===== src/rtl/piso_serializer_tx.sv =====
// MSB-first parallel-in/serial-out transmitter with a valid/ready load handshake,
// a programmable bit period and an optional idle gap between frames.
module piso_serializer_tx #(
  parameter int WIDTH      = 8,
  parameter int BIT_CYCLES = 1,
  parameter int GAP_CYCLES = 0
) (
  input  logic             clk,
  input  logic             rst,
  input  logic [WIDTH-1:0] data_in,
  input  logic             load_valid,
  output logic             load_ready,
  output logic             shift_out,
  output logic             shift_valid,
  output logic             frame_done,
  output logic             busy
);

  localparam int CNT_W = $clog2(WIDTH);
  localparam int PER_W = (BIT_CYCLES > 1) ? $clog2(BIT_CYCLES) : 1;
  localparam int GAP_W = (GAP_CYCLES > 1) ? $clog2(GAP_CYCLES) : 1;

  localparam logic [CNT_W-1:0] BIT_LAST = CNT_W'(WIDTH - 1);
  localparam logic [PER_W-1:0] PER_LAST = PER_W'(BIT_CYCLES - 1);
  localparam logic [GAP_W-1:0] GAP_LAST = GAP_W'((GAP_CYCLES > 0) ? (GAP_CYCLES - 1) : 0);
  localparam logic             HAS_GAP  = (GAP_CYCLES > 0);

  typedef enum logic [1:0] {
    IDLE  = 2'd0,
    SHIFT = 2'd1,
    GAP   = 2'd2
  } state_e;

  state_e             state_q, state_d;
  logic [WIDTH-1:0]   sreg_q, sreg_d;
  logic [CNT_W-1:0]   bitCnt_q, bitCnt_d;
  logic [PER_W-1:0]   perCnt_q, perCnt_d;
  logic [GAP_W-1:0]   gapCnt_q, gapCnt_d;

  logic perLast;
  logic bitLast;
  logic gapLast;

  assign perLast = (perCnt_q == PER_LAST);
  assign bitLast = (bitCnt_q == BIT_LAST);
  assign gapLast = (gapCnt_q == GAP_LAST);

  // Outputs decode registered state only; load_ready alone also sees rst.
  assign shift_valid = (state_q == SHIFT);
  assign shift_out   = shift_valid & sreg_q[WIDTH-1];
  assign frame_done  = shift_valid & bitLast & perLast;
  assign busy        = (state_q != IDLE);
  assign load_ready  = (state_q == IDLE) & ~rst;

  always_ff @(posedge clk) begin
    if (rst) begin
      state_q  <= IDLE;
      sreg_q   <= '0;
      bitCnt_q <= '0;
      perCnt_q <= '0;
      gapCnt_q <= '0;
    end else begin
      state_q  <= state_d;
      sreg_q   <= sreg_d;
      bitCnt_q <= bitCnt_d;
      perCnt_q <= perCnt_d;
      gapCnt_q <= gapCnt_d;
    end
  end

  always_comb begin
    state_d  = state_q;
    sreg_d   = sreg_q;
    bitCnt_d = bitCnt_q;
    perCnt_d = perCnt_q;
    gapCnt_d = gapCnt_q;

    unique case (state_q)
      IDLE: begin
        if (load_valid && load_ready) begin
          state_d  = SHIFT;
          sreg_d   = data_in;
          bitCnt_d = '0;
          perCnt_d = '0;
        end
      end

      SHIFT: begin
        if (perLast) begin
          perCnt_d = '0;
          sreg_d   = {sreg_q[WIDTH-2:0], 1'b0};
          // The bit counter restarts on the last bit so it never wraps mid-frame.
          if (bitLast) begin
            bitCnt_d = '0;
            gapCnt_d = '0;
            state_d  = HAS_GAP ? GAP : IDLE;
          end else begin
            bitCnt_d = bitCnt_q + CNT_W'(1);
          end
        end else begin
          perCnt_d = perCnt_q + PER_W'(1);
        end
      end

      GAP: begin
        if (gapLast) begin
          gapCnt_d = '0;
          state_d  = IDLE;
        end else begin
          gapCnt_d = gapCnt_q + GAP_W'(1);
        end
      end

      default: begin
        state_d = IDLE;
      end
    endcase
  end

endmodule


===== config.mk =====
export PLATFORM = sky130hd
export DESIGN_NAME = piso_serializer_tx
export DESIGN_NICKNAME = d
export VERILOG_FILES = /design/src/rtl/piso_serializer_tx.sv
export SDC_FILE = /design/constraint.sdc
export NUM_CORES = 1
export LEC_CHECK = 0
export BUFFER_PORTS_ARGS = -buffer_cell sky130_fd_sc_hd__buf_2
export CAP_MARGIN = 20
export CORE_AREA = 8 8 45 47
export CTS_CLUSTER_DIAMETER = 150
export DETAILED_ROUTE_END_ITERATION = 12
export DIE_AREA = 0 0 53 55
export HOLD_SLACK_MARGIN = 0.12
export MAX_ROUTING_LAYER = met4
export PLACE_DENSITY = 0.71
export SETUP_SLACK_MARGIN = 0.1
export SLEW_MARGIN = 15
export SYNTH_ARGS = -nofsm -noshare
export SYNTH_HDL_FRONTEND = slang
export SYNTH_SLANG_ARGS = --single-unit

===== constraint.sdc =====
create_clock -name clk -period 1.9 [get_ports clk]
set_input_delay 0.38 -clock clk [delete_from_list [all_inputs] [get_ports clk]]
set_output_delay 0.38 -clock clk [all_outputs]
set_load 0.01 [all_outputs]

# [Word-level counts from Yosys, hierarchy flattened]
# Cells that the tools add are included.
[classes] n_addsub=3 eq_ne=7 muxes=19 bitwise=6 reduce_logical=9
[op_table] operator="$mux 8" count=2
[op_table] operator="$pmux 8 s2" count=1
[op_table] operator="$mux 3" count=3
[op_table] operator="$mux 2" count=4
[op_table] operator="$pmux 2 s3" count=1
[op_table] operator="$pmux 3 s2" count=1
[op_table] operator="$reduce_and 3->1" count=2
[op_table] operator="$reduce_bool 2->1" count=3
[op_table] operator="$mux 1" count=5
[op_table] operator="$and 1x1->1" count=4
[op_table] operator="$ne 2x1->1 const B" count=2
[op_table] operator="$ne 2x2->1 const B" count=2
[op_table] operator="$pmux 1 s2" count=2
[op_table] operator="$reduce_and 4->1" count=1
[op_table] operator="$add 3x1->3 const B" count=1
[op_table] operator="$eq 3x3->1 const B" count=1
[op_table] operator="$add 1x1->1 const B" count=2
[op_table] operator="$eq 2x1->1 const B" count=1
[op_table] operator="$eq 2x2->1 const B" count=1
[op_table] operator="$logic_not 2->1" count=1
[op_table] operator="$not 1->1" count=2
[op_table] operator="$reduce_and 2->1" count=1
[op_table] operator="$logic_and 1x1->1" count=1
[totals] regBits=15 inputBits=11 output_inout_bits=5 word_cells=49

# [Depth between registers and ports, before layout]
[logic_depth] ltp_word=5 mapped_depth=4 mapped_depth_nobuf=4

# [Worst setup path before layout]
# OpenSTA, ideal clock, no wires.
[synth_timing] path_kind="flip-flop to output port" startpoint="register bitCnt_q[0]" endpoint="output port frame_done" arrival_time_ps=840 required_ps=1520 slack_ps=680 path_stages_with_launch=4 n_path_buf=0 path_cell_list="dfxtp_1 > ha_1 > ha_1 > and2_1"
[synth_via] elab_chain_cells=3
[synth_rtl] element="start, declared" line_no="36" rtl="logic [CNT_W-1:0] bitCnt_q, bitCnt_d;"
[synth_rtl] element="start signal, assigned" line_no="65" rtl="bitCnt_q <= bitCnt_d;"
[synth_rtl] element="$eq 3x3->1" line_no="45" rtl="assign bitLast = (bitCnt_q == BIT_LAST);"
[synth_rtl] element="$and 1x1->1 (2 in a row)" line_no="51" rtl="assign frame_done = shift_valid & bitLast & perLast;"
[synth_rtl] element="end, declared" line_no="15" rtl="output logic frame_done,"
# No other way between the ends.

# [Final worst setup path]
[layout_timing] startpoint="register state_q[0]" endpoint="output port frame_done"
[layout_via] elab_chain_cells=3
[layout_rtl] element="start, declared" line_no="34" rtl="state_e state_q, state_d;"
[layout_rtl] element="start signal, assigned" line_no="63" rtl="state_q <= state_d;"
[layout_rtl] element="$eq 2x1->1" line_no="49" rtl="assign shift_valid = (state_q == SHIFT);"
[layout_rtl] element="$and 1x1->1 (2 in a row)" line_no="51"
# No other way between the ends.

==> impl_metrics.toml <==
[outcome]
run_status = "finished clean"

[synthesis]
synth_compound_gate_area_share_pct = 12.5
number_of_enable_type_register_cells_in_the_synthesized_netlist = 0
post-synth-top-area-cell = "dfxtp_1"
main_area_contributors_after_synthesis = "dfxtp_1, mux2i_1, a211oi_1"
synth_simple_gate_area_share_pct = 20.7
yosysWarnings = 0
post_synth_instance_area_um2 = 581
most_frequent_cell_after_synthesis = "dfxtp_1"
synthesis.area_per_instance_um2 = 10.0
synthDominantCellAreaShare_pct = 41.4
yosys-mux-area-fraction_pct = 13.8
ys_ff_latch = 12
synthDistinctLibCells = 17
synth_fa_ha_area_share_pct = 4.31
post_synth_inst_count = 58
nets_in_the_synthesized_netlist = 71
async_reset_ff_share_pct = 0
xor_and_xnor_fraction_of_the_mapped_netlist_area_pct = 0
ys_seq_area_share_pct = 41.4
largest_family_of_logic_cells_by_synthesized_area = "simple AND/OR/NAND/NOR gates"
synth_top_flop_cell = "dfxtp_1"
ys_top_cells_by_count = "dfxtp_1, mux2i_1, a211oi_1, nor2b_1"

[clock_tree]
cts_tree = "yes"
cts_hold_buf = 0
cts_inserted_buffers = 3
tritoncts_num_sinks = 12
clkSlewWorstSetupHoldPaths_ns = 0.08
buffer_count_from_post_cts_setup_fixing = 0
max-clock-path-buffers = 2
post_cts_resized = 0
insertion_delay_ns = 0.27
root_buffer = "clkbuf_4"
htree_levels = 1

[setup_path]
worst_setup_path_start_kind = "flip-flop"
worst-endpoint-arrival_ns = 1.28
crit_start = "state_q[0]$_SDFFE_PP0P_"
timing_worst_setup_path_type = "reg -> out"
startpoint_of_the_worst_slack_reg_to_reg_timing_path = "state_q[0]$_SDFFE_PP0P_"
path_max_fanout = 22
required_ns = 1.52
worstSetupEndpointType = "output port"

[hold_path]
hold_path_startpoint = "data_in[0]"
min_path_type = "in -> reg"

[placement]
place.gp.congestion = 0.734
post_dp_cell_area_um2 = 637
port_buffers = 15
dp.cells = 84
dpl.hpwl_um = 743

[global_routing]
grt_overflow_total = 0
global_route_wire_length_before_repair_um = 1730
gr-usage-all-layers_pct = 8.21
largest_net_degree_at_the_start_of_global_routing = 23
antenna_found_initial = 0
via_count_of_the_first_global_routing_pass = 403

[detailed_routing]
drt.antenna.violating_nets = 0
routed.top_layer = "met3"
detail_route.first_pass.iterations = 4
wirelength_um = 1110
route.met2.wl_um = 500
post-route-drc-count = 0
routed-wl-met3_um = 65
route.layer.met1.wl_um = 540
drt-initial-drc-count = 7
dr_total_vias = 452
wl_per_cell_um = 12.6
post_drt_via_cell_ratio = 5.14

[cells_and_area]
layout.nets = 86
finalInstanceArea_um2 = 673
layout.core_utilization_pct = 48.6
fin_cells = 88
insertedDiodeCount = 0
drive_gt1_share_pct = 26.4
n_fill_cell = 139
layout-area-overhead-vs-synth_pct = 15.9

[floorplanning]
core_area_mm2 = 0.00138
initial_core_util_pct = 42.0
io_pins = 16
chip_height_um = 55
die_width_um = 53
design.die.area_mm2 = 0.00292
core.rowCount = 14

[sta]
period_share_pct = 87.2
timing.final.hold_violations = 0
setup-tns-final_ns = 0
skew_ns = 0.00242
final_setup_violation_count = 0
max_freq_ghz = 0.604
final_max_slew_viol_count = 0
worst_slew_pin_slew_ns = 0.556
timing.slew.headroom_pct = 62.9
final.min_clock_period_ns = 1.66
rsz0062_at_grt = "false"

[pwr]
peakVddDrop_v = 0.000361
power_consumption_mw = 0.560
pwr_density_cell_mw_per_mm2 = 832
leakagePower_nw = 0.311

[job]
cap_viol_max_count = 0
## placed cells by master, fill, tap and decap left out, types with 2 or more instances in the layout
cell type  count
a211oi_1       7
nand2_1        2
mux2i_1        8
clkbuf_4       3
nand2b_1       2
nor2b_1        7
buf_2         15
or3b_1         4
dfxtp_1       12
and2_1         2
ha_1           2
a21oi_1        4
## sequential cells by signal (all words and copies together), names as in the netlist
name,flops
sreg_q,8
state_q,1
bitCnt_q,3
## worst paths after layout
| check | endpoint | slack (ns) | cells after the start |
|---|---|---|---|
| worst max-delay path | frame_done | 0.24 | 2 |
| worst min-delay path | sreg_q[0]$_SDFFE_PP0P_ | 0.39 | 3 |
| worst max register to register | sreg_q[1]$_SDFFE_PP0P_ | 0.55 | 2 |
| worst min register to register | sreg_q[2]$_SDFFE_PP0P_ | 0.51 | 2 |
## metal layers
| metal | global-route usage, % | vias to the layer above |
|---|---|---|
| met3 | 3.21 | 0 |
| met5 | - | - |
| li1 | - | 233 |
| met2 | 12.1 | 11 |
| met1 | 9.55 | 208 |
| met4 | 3.88 | 0 |
## stage by stage
step           hold WS (ns)  setup WS, ns
6_report              0.394         0.243
2_1_floorplan         0.453         0.680
3_3_place_gp          0.495         0.550
3_5_place_dp          0.505         0.540
5_1_grt               0.413         0.108
4_1_cts               0.397         0.240
## logic make-up after synthesis
logic type | after synthesis
fa+ha+maj | 2
compound gates | 11
buf+inv | 6
flops | 12
mux | 8
simple gates | 19
## cell type report
| class | instances | area, um^2 | share of cell area, % |
|---|---|---|---|
| Inverter | 1 | 3.75 | 0.558 |
| Timing Repair Buffer | 15 | 75.1 | 11.2 |
| Multi-Input combinational cell | 40 | 298 | 44.2 |
| Sequential cell | 12 | 240 | 35.7 |
| Tap cell | 16 | 20.0 | 2.97 |
| Clock buffer | 4 | 36.3 | 5.39 |
## power breakdown
| part | internal [mW] | switching [mW] |
|---|---|---|
| Clock | 0.116 | 0.0824 |
| Combinational | 0.0385 | 0.0353 |
| Sequential | 0.271 | 0.0168 |
## worst max-delay path, stage by stage, from the launching register on
cell and delay (ns):
dfxtp_1 0.68, and2_1 0.20, buf_2 0.13
(Power assumes the default switching activity.)
